===== src/rtl/mem_pkg.sv =====
// Shared definitions for the memory interface: FSM state encoding and default geometry.
package mem_pkg;

    localparam int MEM_ADDR_W_DEF      = 9;
    localparam int MEM_WAIT_CYCLES_DEF = 1;
    localparam int MEM_CNT_W           = 4;

    typedef enum logic [1:0] {
        ST_IDLE   = 2'd0,
        ST_ACCESS = 2'd1,
        ST_WAIT   = 2'd2,
        ST_DONE   = 2'd3
    } mem_state_t;

endpackage


===== src/rtl/mem_interface.sv =====
// MAR/MDR to synchronous-RAM access sequencer with a programmable wait count.
// Optional MEM_RANGE_CHECK_EN flags requests whose MAR exceeds the RAM address range.
//
// state   | meaning
// IDLE    | waiting for Read/Write; MAR loads freely
// ACCESS  | one cycle with ram_re or ram_we asserted
// WAIT    | counting down RAM latency; read data captured on the last edge
// DONE    | one-cycle mem_done (and mem_err) pulse
module mem_interface
    import mem_pkg::*;
#(
    parameter int ADDR_W      = MEM_ADDR_W_DEF,
    parameter int WAIT_CYCLES = MEM_WAIT_CYCLES_DEF
) (
    input  logic              clk,
    input  logic              clr,
    input  logic              MARin,
    input  logic [31:0]       BusMuxOut,
    input  logic [31:0]       mdr_q,
    input  logic              Read,
    input  logic              Write,
    output logic [31:0]       Mdatain,
    output logic              busy,
    output logic              mem_done,
    output logic [ADDR_W-1:0] ram_addr,
    output logic [31:0]       ram_wdata,
    output logic              ram_re,
    output logic              ram_we,
    input  logic [31:0]       ram_rdata,
    output logic              mem_err
);

    localparam logic [MEM_CNT_W-1:0] WAIT_INIT = MEM_CNT_W'(WAIT_CYCLES - 1);

    mem_state_t           state, state_nxt;
    logic [MEM_CNT_W-1:0] cnt, cnt_nxt;
    logic [31:0]          mar;
    logic                 op_rd;
    logic                 start;
    logic                 capture;

`ifdef MEM_RANGE_CHECK_EN
    logic err_q;

    always_ff @(posedge clk) begin
        if (!clr) begin
            err_q <= 1'b0;
        end else if (start) begin
            err_q <= |mar[31:ADDR_W];
        end
    end

    assign mem_err = (state == ST_DONE) && err_q;
`else
    logic err_q;
    logic unused_mar_hi;

    // Upper MAR bits are deliberately dropped: the address wraps.
    assign err_q         = 1'b0;
    assign unused_mar_hi = ^mar[31:ADDR_W];
    assign mem_err       = 1'b0;
`endif

    always_comb begin
        state_nxt = state;
        cnt_nxt   = cnt;
        start     = 1'b0;
        capture   = 1'b0;
        case (state)
            ST_IDLE: begin
                if (Read || Write) begin
                    state_nxt = ST_ACCESS;
                    start     = 1'b1;
                end
            end
            ST_ACCESS: begin
                state_nxt = ST_WAIT;
                cnt_nxt   = WAIT_INIT;
            end
            ST_WAIT: begin
                if (cnt == '0) begin
                    state_nxt = ST_DONE;
                    capture   = op_rd && !err_q;
                end else begin
                    cnt_nxt = cnt - 1'b1;
                end
            end
            ST_DONE: begin
                state_nxt = ST_IDLE;
            end
            default: begin
                state_nxt = ST_IDLE;
            end
        endcase
    end

    assign busy     = (state != ST_IDLE);
    assign mem_done = (state == ST_DONE);
    assign ram_re   = (state == ST_ACCESS) && op_rd && !err_q;
    assign ram_we   = (state == ST_ACCESS) && !op_rd && !err_q;

    always_ff @(posedge clk) begin
        if (!clr) begin
            state     <= ST_IDLE;
            cnt       <= '0;
            mar       <= '0;
            op_rd     <= 1'b0;
            ram_addr  <= '0;
            ram_wdata <= '0;
            Mdatain   <= '0;
        end else begin
            state <= state_nxt;
            cnt   <= cnt_nxt;
            if (MARin) begin
                mar <= BusMuxOut;
            end
            // Read wins when both requests arrive together.
            if (start) begin
                ram_addr  <= mar[ADDR_W-1:0];
                ram_wdata <= mdr_q;
                op_rd     <= Read;
            end
            if (capture) begin
                Mdatain <= ram_rdata;
            end
        end
    end

endmodule


===== config.mk =====
export PLATFORM = sky130hd
export DESIGN_NAME = mem_interface
export DESIGN_NICKNAME = d
export VERILOG_FILES = /design/src/rtl/mem_pkg.sv /design/src/rtl/mem_interface.sv
export SDC_FILE = /design/constraint.sdc
export NUM_CORES = 1
export LEC_CHECK = 0
export ABC_AREA = 1
export CAP_MARGIN = 40
export CORE_ASPECT_RATIO = 0.5
export CORE_MARGIN = 8
export CORE_UTILIZATION = 39
export CTS_CLUSTER_DIAMETER = 50
export DETAILED_ROUTE_END_ITERATION = 16
export PLACE_DENSITY = 0.8
export SLEW_MARGIN = 15
export SYNTH_ARGS = -nofsm -noshare
export SYNTH_HDL_FRONTEND = slang
export SYNTH_SLANG_ARGS = --single-unit
export TNS_END_PERCENT = 50

===== constraint.sdc =====
create_clock -name clk -period 1.8 [get_ports clk]
set_input_delay 0.36 -clock clk [delete_from_list [all_inputs] [get_ports clk]]
set_output_delay 0.36 -clock clk [all_outputs]
set_load 0.005 [all_outputs]

==> results.toml <==
[cells_and_area]
drive_gt1_frac = 0.0641
syn_to_final_growth_pct = 58.4
design_area_um2 = 5330
fin_nets = 680
seqCellArea_um2 = 1780
n_fill_cell = 732
antenna_cells = 0
multi_input_area_um2 = 1240

[synthesis]
syn_area_um2 = 3360
synthTopCellsByArea = "dfxtp_1 53%, nor2_1 12%, o21ai_0 7.3%, a21oi_1 5.8%, o21ai_1 5.1%"
yosysTopAreaCellShare = 0.530
synth_top_area_cell = "dfxtp_1"
synth_cells = 422
ys.warnings.count = 0
yosys.cell_types.count = 24
syn-num-nets = 530
synthFlopType = "dfxtp_1"
synth_common_cells = "104 x nor2_1, 89 x dfxtp_1, 49 x o21ai_0"
synthMostInstantiatedCell = "nor2_1"
ys_seq_area_frac = 0.530
async_flop_share = 0
avgSynthCellArea_um2 = 7.97
synth-seq-cells = 89
synth_edf_count = 0

[global_route]
antenna_found_initial = 0
global_route.overflow_total = 0
grt_pass1_wl_um = 15200
grt_use_total = 0.155
grt_max_degree = 87
grt_pass1_vias = 3091

[sta]
period_share = 0.951
hold-worst-slack_ns = 0.441
fmax_mhz = 584
setup_tns_ns = 0
period_needed_ns = 1.71
hold_viol_final = 0
clock_skew_ns = 0.00465
setup_viol = 0
rsz0062_at_grt = "no"
slew_violations = 0

[critical_path]
critPathArrivalTime_ns = 1.35
worst_setup_path_end_kind = "primary output"
crit_path_max_fanout = 4
cp.required_ns = 1.44
worstSetupPathType = "flip-flop to primary output"
reg2reg_depth = 8
start_kind = "flip-flop"

[die]
die_area_um2 = 12000
rows = 24
initial_core_util = 0.395
coreArea_um2 = 8530
die-height_um = 81.7
pin_count = 179
die_width_um = 147

[clocking]
cts_tree = "yes"
cts_max_level = 3
numCtsBuffers = 9
clkLatencyLatePin_ns = 0.33
cts_sinks = 89
clk_path_buf_depth = 2
ctsRootBufferMaster = "clkbuf_16"
path_clk_slew_ns = 0.06
cts_hold_buf = 0

[route]
wl_um = 9340
route.detailed.drc = 0
ant_nets = 0
avgViaCountPerCell = 4.55
wire_per_inst_um = 13.5
drt-initial-drc-count = 131
first_pass_iters = 4
vias = 3159

[power]
p_leak_uw = 0.00213
p_total_uw = 6660
powerDensity_nw_per_um2 = 1250
ir_drop_mv = 0.630

[run]
max_cap_viol_count = 0

[status]
status = "finished, final reports clean"

[worst_hold_path]
worst_hold_path_type = "flip-flop to flip-flop"
hold_depth = 2

[place]
post_dp_cell_area_um2 = 5000
place_congestion = 0.722
port_buffers = 154
post-dp-hpwl_um = 6770
-- report_power, final --
group / internal [uW] / switching, uW
Sequential: 2370 / 192
Clock: 1290 / 739
Combinational: 1130 / 939
Total: 4790 / 1870
-- cell type report --
| cell class | instances | area share |
|---|---|---|
| timing repair buffer | 164 | 0.309 |
| tap | 117 | 0.0275 |
| multi-input combinational | 260 | 0.232 |
| clock inverter | 5 | 0.0146 |
| sequential | 89 | 0.335 |
| clock buffer | 11 | 0.0474 |
| inverter | 48 | 0.0338 |
-- flip-flops by register name (all words and copies together) (netlist names) --
signal,count
cnt,4
state,2
ram_wdata,32
op_rd,1
mar,9
ram_addr,9
Mdatain,32
-- layout by cell type (no fill, tap or decap), types with 3 or more instances in the layout --
| master | count |
|---|---|
| nand3_1 | 6 |
| inv_2 | 3 |
| buf_4 | 7 |
| buf_12 | 3 |
| a21oi_1 | 39 |
| o21ai_1 | 34 |
| o21ai_0 | 49 |
| clkbuf_16 | 9 |
| nor2_1 | 104 |
| dfxtp_1 | 87 |
| clkdlybuf4s50_1 | 150 |
| nand2_1 | 14 |
| ha_1 | 7 |
| inv_1 | 44 |
-- layer usage --
metal	vias to the layer above	GRT usage	wire length (um)
met5	-	0	0
met2	77	0.269	4560
met1	1427	0.176	3970
met4	0	0.0535	168
li1	1641	-	-
met3	14	0.0605	636
-- worst max-delay path, stage by stage (launching register included) --
cell,delay [ns]
dfxtp_2,0.36
ha_1,0.15
clkdlybuf4s50_1,0.52
-- through the flow --
step	std cells	util	worst slack (ns)
2_1_floorplan	422	-	0.510
3_3_place_gp	678	0.586	0.156
3_5_place_dp	678	0.586	0.135
4_1_cts	694	0.625	-0.114
5_1_grt	694	0.625	0.0276
6_report	694	0.625	0.0874
-- kinds of logic (layout without fill, tap and decap cells) --
kind of cell,after synthesis,count (layout),share of synthesized area
AOI/OAI and AO/OA,124,124,0.189
xor gates and xnor gates,1,1,0.00260
adders and majority gates,7,7,0.0260
buffers and inverters,73,228,0.102
DFF,89,89,0.530
other,1,1,0.00111
and+or+nand+nor,127,127,0.150
-- repair_timing --
item,CTS,global route
resized for setup,4,2
endpoints found under the setup margin,3,1
setup buffers,0,0
endpoints found under the hold margin,0,0
-- final timing paths --
kind | to | startpoint | slack [ns]
hold reg to reg | Mdatain[4]$_SDFFE_PN0P_ | Mdatain[4]$_SDFFE_PN0P_ | 0.44
hold / removal | Mdatain[4]$_SDFFE_PN0P_ | Mdatain[4]$_SDFFE_PN0P_ | 0.44
setup reg to reg | Mdatain[17]$_SDFFE_PN0P_ | state[0]$_SDFFE_PN0P_ | 0.23
setup / recovery | mem_done | state[1]$_SDFFE_PN0P_ | 0.09
Note: power is estimated with default switching activity, not from simulation.
